## config.mk

```make
export PLATFORM = sky130hd
export DESIGN_NAME = iob_ila_window_core_flat
export DESIGN_NICKNAME = d
export VERILOG_FILES = /design/src/rtl/iob_ila_window_core_if.sv /design/src/rtl/iob_ila_window_core.sv /design/src/flat_wrapper.sv
export SDC_FILE = /design/constraint.sdc
export NUM_CORES = 2
export LEC_CHECK = 0
export ABC_CLOCK_PERIOD_IN_PS = 5700
export CORE_ASPECT_RATIO = 0.8
export CORE_MARGIN = 2
export CORE_UTILIZATION = 45
export DETAILED_ROUTE_END_ITERATION = 8
export DONT_BUFFER_PORTS = 1
export PLACE_DENSITY = 0.61
export RECOVER_POWER = 25
export SLEW_MARGIN = 20
export SYNTH_ARGS = -nofsm -noshare
export SYNTH_HDL_FRONTEND = slang
export SYNTH_SLANG_ARGS = --single-unit
```

## constraint.sdc

```tcl
create_clock -name clk -period 5.7 [get_ports clk]
set_clock_uncertainty 0.1 [all_clocks]
set_input_delay 0.285 -clock clk [delete_from_list [all_inputs] [get_ports clk]]
set_output_delay 0.285 -clock clk [all_outputs]
set_load 0.1 [all_outputs]
```

## src/rtl/iob_ila_window_core_if.sv

```systemverilog
// Signal bundle between the probed logic / ILA register bank and the window core.
// The register bank side is the master and the capture core is the slave.
interface iob_ila_window_core_if #(
  parameter int DATA_W    = 32,
  parameter int BUFFER_W  = 8,
  parameter int SIGNAL_W  = 8,
  parameter int TRIGGER_W = 2
);
  localparam int NSLICE = (SIGNAL_W + DATA_W - 1) / DATA_W;
  localparam int SEL_W  = (NSLICE <= 1) ? 1 : $clog2(NSLICE);

  logic                 rst_soft;
  logic                 arm;
  logic [SIGNAL_W-1:0]  signal;
  logic [TRIGGER_W-1:0] trigger;
  logic [TRIGGER_W-1:0] trigger_type;
  logic [TRIGGER_W-1:0] negate_trigger;
  logic [TRIGGER_W-1:0] trigger_mask;
  logic                 reduce_type;
  logic [BUFFER_W-1:0]  pre_samples;
  logic [BUFFER_W-1:0]  post_samples;
  logic [BUFFER_W-1:0]  index;
  logic [SEL_W-1:0]     value_select;
  logic [DATA_W-1:0]    value;
  logic [BUFFER_W:0]    samples;
  logic [BUFFER_W-1:0]  trigger_pos;
  logic [2:0]           state;
  logic                 busy;
  logic                 done;

  modport master (
    output rst_soft, arm, signal, trigger, trigger_type, negate_trigger,
           trigger_mask, reduce_type, pre_samples, post_samples, index, value_select,
    input  value, samples, trigger_pos, state, busy, done
  );

  modport slave (
    input  rst_soft, arm, signal, trigger, trigger_type, negate_trigger,
           trigger_mask, reduce_type, pre_samples, post_samples, index, value_select,
    output value, samples, trigger_pos, state, busy, done
  );
endinterface

```

## src/rtl/iob_ila_window_core.sv

```systemverilog
// ILA capture engine: circular sample buffer with pre/post-trigger window and
// oldest-first sliced readback.
//   state | meaning
//   IDLE  | not capturing, buffer untouched
//   PRE   | filling the minimum pre-trigger history, trigger ignored
//   ARMED | sampling and evaluating the trigger
//   POST  | sampling the post-trigger tail
//   DONE  | window frozen for readback
module iob_ila_window_core #(
  parameter int DATA_W    = 32,
  parameter int BUFFER_W  = 8,
  parameter int SIGNAL_W  = 8,
  parameter int TRIGGER_W = 2
) (
  input logic                clk,
  input logic                rst,
  iob_ila_window_core_if.slave bus
);
  localparam int DEPTH  = 2 ** BUFFER_W;
  localparam int NSLICE = (SIGNAL_W + DATA_W - 1) / DATA_W;
  localparam int PAD_W  = NSLICE * DATA_W;
  localparam logic [BUFFER_W:0] DEPTH_V = (BUFFER_W + 1)'(DEPTH);
  localparam logic [BUFFER_W:0] ONE_S   = (BUFFER_W + 1)'(1);

  typedef enum logic [2:0] {
    IDLE  = 3'd0,
    PRE   = 3'd1,
    ARMED = 3'd2,
    POST  = 3'd3,
    DONE  = 3'd4
  } state_t;

  state_t               state_q, state_d;
  logic [BUFFER_W-1:0]  wptr, post_cnt, trigger_pos_q;
  logic [BUFFER_W:0]    samples_q, samples_inc;
  logic [TRIGGER_W-1:0] latch, eff, contrib;
  logic                 fire, writing, clear;
  logic [SIGNAL_W-1:0]  mem [DEPTH];
  logic [BUFFER_W-1:0]  oldest, rd_addr;
  logic [PAD_W-1:0]     padded;
  logic [DATA_W-1:0]    rd_data, value_q;

  assign clear       = rst || bus.rst_soft;
  assign writing     = !clear && !bus.arm && (state_q inside {PRE, ARMED, POST});
  assign samples_inc = (samples_q == DEPTH_V) ? samples_q : samples_q + ONE_S;

  // Single-type bits count the cycle they are first seen as well as afterwards.
  assign eff     = bus.trigger ^ bus.negate_trigger;
  assign contrib = (bus.trigger_type & eff) | (~bus.trigger_type & (latch | eff));

  always_comb begin
    fire = 1'b0;
    if (bus.trigger_mask != '0) begin
      if (bus.reduce_type) fire = &(contrib | ~bus.trigger_mask);
      else                 fire = |(contrib & bus.trigger_mask);
    end
  end

  always_comb begin
    state_d = state_q;
    case (state_q)
      PRE:     if (samples_inc >= {1'b0, bus.pre_samples}) state_d = ARMED;
      ARMED:   if (fire) state_d = (bus.post_samples == '0) ? DONE : POST;
      POST:    if (post_cnt <= BUFFER_W'(1)) state_d = DONE;
      default: state_d = state_q;
    endcase
    if (bus.arm) state_d = (bus.pre_samples == '0) ? ARMED : PRE;
  end

  always_ff @(posedge clk) begin
    if (clear) begin
      state_q       <= IDLE;
      wptr          <= '0;
      samples_q     <= '0;
      latch         <= '0;
      post_cnt      <= '0;
      trigger_pos_q <= '0;
      value_q       <= '0;
    end else begin
      state_q <= state_d;
      value_q <= rd_data;
      if (bus.arm) begin
        wptr      <= '0;
        samples_q <= '0;
        latch     <= '0;
        post_cnt  <= '0;
      end else if (writing) begin
        wptr      <= wptr + BUFFER_W'(1);
        samples_q <= samples_inc;
        if (state_q == ARMED) begin
          latch <= latch | eff;
          if (fire) post_cnt <= bus.post_samples;
        end
        if (state_q == POST) post_cnt <= post_cnt - BUFFER_W'(1);
        if (state_d == DONE)
          trigger_pos_q <= BUFFER_W'(samples_inc - ONE_S - {1'b0, bus.post_samples});
      end
    end
  end

  // Buffer contents survive both resets.
  always_ff @(posedge clk) begin
    if (writing) mem[wptr] <= bus.signal;
  end

  assign oldest  = (samples_q == DEPTH_V) ? wptr : '0;
  assign rd_addr = oldest + bus.index;

  always_comb begin
    padded                 = '0;
    padded[SIGNAL_W-1:0]   = mem[rd_addr];
    rd_data                = '0;
    if (int'(bus.value_select) < NSLICE)
      rd_data = padded[int'(bus.value_select) * DATA_W +: DATA_W];
  end

  assign bus.value       = value_q;
  assign bus.samples     = samples_q;
  assign bus.trigger_pos = trigger_pos_q;
  assign bus.state       = state_q;
  assign bus.busy        = state_q inside {PRE, ARMED, POST};
  assign bus.done        = state_q == DONE;
endmodule

```

## src/flat_wrapper.sv

```systemverilog
// flat-port wrapper written by rule: the top's interface ports become plain ports
module iob_ila_window_core_flat 
#(
  parameter int DATA_W    = 32,
  parameter int BUFFER_W  = 8,
  parameter int SIGNAL_W  = 8,
  parameter int TRIGGER_W = 2
)
  (clk, rst, bus_rst_soft, bus_arm, bus_signal, bus_trigger, bus_trigger_type, bus_negate_trigger, bus_trigger_mask, bus_reduce_type, bus_pre_samples, bus_post_samples, bus_index, bus_value_select, bus_value, bus_samples, bus_trigger_pos, bus_state, bus_busy, bus_done);
  iob_ila_window_core_if #(.DATA_W(DATA_W), .BUFFER_W(BUFFER_W), .SIGNAL_W(SIGNAL_W), .TRIGGER_W(TRIGGER_W)) bus_i ();
  input logic clk;
  input logic rst;
  input wire logic [$bits(bus_i.rst_soft)-1:0] bus_rst_soft;
  input wire logic [$bits(bus_i.arm)-1:0] bus_arm;
  input wire logic [$bits(bus_i.signal)-1:0] bus_signal;
  input wire logic [$bits(bus_i.trigger)-1:0] bus_trigger;
  input wire logic [$bits(bus_i.trigger_type)-1:0] bus_trigger_type;
  input wire logic [$bits(bus_i.negate_trigger)-1:0] bus_negate_trigger;
  input wire logic [$bits(bus_i.trigger_mask)-1:0] bus_trigger_mask;
  input wire logic [$bits(bus_i.reduce_type)-1:0] bus_reduce_type;
  input wire logic [$bits(bus_i.pre_samples)-1:0] bus_pre_samples;
  input wire logic [$bits(bus_i.post_samples)-1:0] bus_post_samples;
  input wire logic [$bits(bus_i.index)-1:0] bus_index;
  input wire logic [$bits(bus_i.value_select)-1:0] bus_value_select;
  output wire logic [$bits(bus_i.value)-1:0] bus_value;
  output wire logic [$bits(bus_i.samples)-1:0] bus_samples;
  output wire logic [$bits(bus_i.trigger_pos)-1:0] bus_trigger_pos;
  output wire logic [$bits(bus_i.state)-1:0] bus_state;
  output wire logic [$bits(bus_i.busy)-1:0] bus_busy;
  output wire logic [$bits(bus_i.done)-1:0] bus_done;
  assign bus_i.rst_soft = bus_rst_soft;
  assign bus_i.arm = bus_arm;
  assign bus_i.signal = bus_signal;
  assign bus_i.trigger = bus_trigger;
  assign bus_i.trigger_type = bus_trigger_type;
  assign bus_i.negate_trigger = bus_negate_trigger;
  assign bus_i.trigger_mask = bus_trigger_mask;
  assign bus_i.reduce_type = bus_reduce_type;
  assign bus_i.pre_samples = bus_pre_samples;
  assign bus_i.post_samples = bus_post_samples;
  assign bus_i.index = bus_index;
  assign bus_i.value_select = bus_value_select;
  assign bus_value = bus_i.value;
  assign bus_samples = bus_i.samples;
  assign bus_trigger_pos = bus_i.trigger_pos;
  assign bus_state = bus_i.state;
  assign bus_busy = bus_i.busy;
  assign bus_done = bus_i.done;
  iob_ila_window_core #(.DATA_W(DATA_W), .BUFFER_W(BUFFER_W), .SIGNAL_W(SIGNAL_W), .TRIGGER_W(TRIGGER_W)) u_core (.clk(clk), .rst(rst), .bus(bus_i));
endmodule
```

==> implementation parameters <==
Parameter                              Value

Detailed routing
  Drc violations ... 0
  Total vias in the final route ... 41700
  Total length of routed wires ... 208000 microns
  Final routed wire length divided by cell count ... 30.0 microns
  Final antenna-violating net count ... 0
  Via count normalized by instance count ... 6.01
  Initial detailed-routing violation count ... 5166
  Number of search-and-repair iterations in the first detailed-routing pass ... 5

Logic synthesis
  Mean area per synthesized cell ... 19.7 sq um
  Biggest area contributors in the synthesized netlist ... sky130_fd_sc_hd__edfxtp_1 (74%), sky130_fd_sc_hd__mux4_2 (15%), sky130_fd_sc_hd__nor2_1 (1.7%)
  Cell taking the most area after synthesis ... sky130_fd_sc_hd__edfxtp_1
  Top flip-flop cell by instance count after synthesis ... sky130_fd_sc_hd__edfxtp_1
  Area share of the largest cell type after synthesis ... 74.3%
  Library cell with the highest instance count after synthesis ... sky130_fd_sc_hd__edfxtp_1
  Number of library cell types mapped by synthesis ... 65
  Gate Count Post-Synth ... 4210
  Number of warnings issued by yosys ... 0
  Top cells by instance count after synthesis ... sky130_fd_sc_hd__edfxtp_1 (2048), sky130_fd_sc_hd__mux4_2 (538), sky130_fd_sc_hd__nor2_1 (379)
  Share of the yosys chip area belonging to registers ... 75.4%
  Post-synth EDFFs ... 2048
  Post-synthesis async set-or-reset flop share ... 0%
  Synth Cell Area ... 82700 sq um
  Seq cells post-synth ... 2094

GRT
  Global-route congestion overflow total ... 0
  Number of antenna violations at the first check in global routing ... 8
  Vias in the first global route ... 41300
  Total routing usage reported by global routing ... 22.2%
  Global-route wire length before repair ... 302000 microns
  Pin count of the biggest net entering global routing ... 257

Critical path
  Crit start category ... flip-flop
  Crit end category ... flip-flop
  Logic depth of the worst register-to-register path ... 16
  Buffers plus inverters on the worst setup path ... 3
  Required time of the critical path ... 6370 ps
  Classification of the worst setup path ... flip-flop to flip-flop
  Kind of cell with the highest combined delay on the critical path ... compound AO/OA/AOI/OAI gates
  Beginning of the worst register-to-register path ... u_core.bus.samples[0]
  Data arrival at the endpoint of the critical path ... 6160 ps
  Ordered cell list for the critical path ... inv_1, ha_1, nor4b_2, nand2_1, nor2_1, ha_4, fa_4, xor2_4, buf_4, buf_4, mux4_2, nor2_1, o311ai_0, a21oi_1, a211oi_1, or4_1
  Slowest cell on the critical path ... sky130_fd_sc_hd__xor2_4
  Setup slack of the most critical reg-to-reg path ... 220 ps
  Critical path fanouts, max ... 20
  Largest stage delay, worst path ... 790 ps
  End of the worst register-to-register path ... u_core.bus.value[2]

Power and ir drop
  Clock Power Share ... 40.8%
  Internal power ... 24.6 mW
  Sw Pwr ... 6.73 mW
  Leakage component of the power ... 29.1 nW
  Maximum vdd ir drop ... 0.249 mV
  Power share of the combinational group ... 5.1%
  Share of power burned in registers ... 54.0%
  Pwr per Cell Area ... 337 nW/um^2
  Net switching fraction of the power ... 21.5%

STA
  Setup repair after global routing missed its margin ... no
  Slew at the pin closest to its max-slew limit ... 5680 ps
  Final TNS setup ... 0 ps
  Headroom to the max-slew limit ... -279%
  Count of pins over their slew limit ... 841
  Endpoints failing setup ... 0
  Post-layout worst setup margin ... 216 ps
  Tmin final ... 5480 ps
  Hold violation total from the final report ... 0
  Final clock period utilization by the worst path ... 96.2%
  Peak clock frequency supported by timing ... 0.182 GHz

CTS
  Worst skew pair latency ... 840 ps
  H-tree levels ... 4
  Buffer type at the clock tree root ... sky130_fd_sc_hd__clkbuf_16
  Inserted Clock Buffers ... 193
  Reg clk slew, reported paths ... 70 ps
  Maximum number of buffers from clock root to sink ... 3
  CTS tree ... yes
  Clock sink count ... 2094

Die
  Vertical extent of the die ... 388 microns
  Chip Width ... 483 microns
  Number of cell rows ... 140
  Die area ... 187000 sq um
  Initial core utilization ... 45.4%
  Placeable core region ... 182000 sq um
  Count of pins on the block boundary ... 100

Final layout
  Post-layout net count ... 4442
  Proportion of layout cells with a drive suffix above 1 ... 22.5%
  Signed area change from the synthesized netlist to the final layout ... 12.5%
  Final cell count without fillers ... 6935

Placed design
  Routability cong. ... 0.829
  Setup slack after placement ... 18.1 ps
  DP Wirelength ... 121000 microns
  Number of port buffers ... 0
  Placed instance count ... 6540

Outcome
  Status ... finished with violations
  Violations in the final reports ... max-capacitance violations, max-slew violations

Job
  Max Cap Violations ... 8

Hold path
  Worst min-delay path startpoint ... bus_rst_soft
  Cell count of the worst hold path ... 3
  Classification of the worst-slack hold path ... input pin to flip-flop
  Endpoint of the worst hold-timing path ... u_core.bus.state[1]
flip-flops by register name, indices dropped and copies added, names as in the netlist:
register and count:
u_core.bus.trigger_pos 8, u_core.bus.value 8, u_core.mem 2048, u_core.bus.samples 9
u_core.wptr 8, u_core.latch 2, u_core.post_cnt 8, u_core.bus.state 3
per-stage QoR:
stage	power (mW)	area (sq um)	util [%]	hold WS [ps]
6_report	31.4	93100	51.1	86.1
5_1_grt	32.2	93100	51.1	73.8
4_1_cts	31.5	93000	51.0	7.38
3_5_place_dp	18.6	86400	47.4	307
3_3_place_gp	18.6	86400	47.4	324
2_1_floorplan	18.1	82800	-	284
worst register-to-register path, delay by kind of cell, from the launching register on:
family | cells | cell delay [ps]
fa+ha+maj | 3 | 900
xor+xnor | 1 | 790
compound gates | 3 | 1540
simple gates | 5 | 700
buf+inv | 3 | 780
mux | 1 | 260
flops | 1 | 340
power by group through the flow:
stage / Combinational (mW) / Clock, mW / Sequential (mW)
global placement: 1.33 / 0 / 17.2
finish: 1.61 / 12.8 / 16.9
CTS: 1.62 / 13.0 / 16.9
floorplan: 0.882 / 0 / 17.3
global route: 1.71 / 13.6 / 16.9
detailed placement: 1.33 / 0 / 17.2
layer usage:
metal  global-route usage [%]  share of wire, %  vias to the layer above
met3                     4.82               8.8                      273
met5                        0             0.013                        -
met4                     6.09               2.4                        4
li1                         -                 -                    17400
met2                     32.9                46                     1846
met1                     33.3                43                    22200
cell usage in the layout (no fill, tap or decap), types with 22 or more instances in the layout:
cell type / instances
sky130_fd_sc_hd__buf_4: 128
sky130_fd_sc_hd__edfxtp_1: 2048
sky130_fd_sc_hd__a21oi_1: 53
sky130_fd_sc_hd__o21ai_0: 22
sky130_fd_sc_hd__mux2i_1: 51
sky130_fd_sc_hd__clkbuf_16: 196
sky130_fd_sc_hd__inv_1: 30
sky130_fd_sc_hd__clkinv_2: 27
sky130_fd_sc_hd__dfxtp_1: 43
sky130_fd_sc_hd__a31oi_1: 27
sky130_fd_sc_hd__a311oi_1: 26
sky130_fd_sc_hd__conb_1: 24
sky130_fd_sc_hd__nand3_1: 89
sky130_fd_sc_hd__dlygate4sd3_1: 27
sky130_fd_sc_hd__and3_1: 40
sky130_fd_sc_hd__ha_1: 29
sky130_fd_sc_hd__nand2_1: 280
sky130_fd_sc_hd__nor3_1: 46
sky130_fd_sc_hd__mux4_2: 538
sky130_fd_sc_hd__clkinv_1: 41
sky130_fd_sc_hd__clkbuf_1: 55
sky130_fd_sc_hd__nor2_1: 376
sky130_fd_sc_hd__buf_12: 35
worst max-delay path by stage:
stage                                      to                  start  depth (start not counted)
final                     u_core.bus.value[2]  u_core.bus.samples[0]                         16
after global placement    u_core.bus.value[1]  u_core.bus.samples[0]                         16
after CTS                 u_core.bus.value[6]  u_core.bus.samples[0]                         16
after floorplan           u_core.bus.value[1]  u_core.bus.samples[0]                         18
after global routing      u_core.bus.value[3]  u_core.bus.samples[0]                         16
after detailed placement  u_core.bus.value[1]  u_core.bus.samples[0]                         16
final cells by class:
type                    count  area, sq um
inverters                  31          116
clock buffers             243         5080
flip-flops and latches   2094        62400
fillers                 14400        89200
clock inverters           108         1080
multi-input cells        1837        19200
repair buffers            207         2180
well taps                2414         3020
diodes                      1         2.50
cells by family after synthesis:
group / count (synthesis) / synth area share (%)
flip-flops: 2094 / 75.4
XOR/XNOR: 32 / 0.348
AND/OR/NAND/NOR: 925 / 4.82
multiplexers: 590 / 15.3
other: 1 / 0.00453
adder cells (fa/ha/maj): 32 / 0.502
AO/OA/AOI/OAI: 234 / 1.96
buffers and inverters: 302 / 1.66
what timing repair did:
item,4_1_cts,5_1_grt
gates resized for setup,1,1
endpoints found under the hold margin,2068,644
gates cloned,0,0
setup endpoints to repair,1,1
hold buffers,28,7
buffers inserted,0,0
No activity file was read; power rests on OpenSTA's default activity.
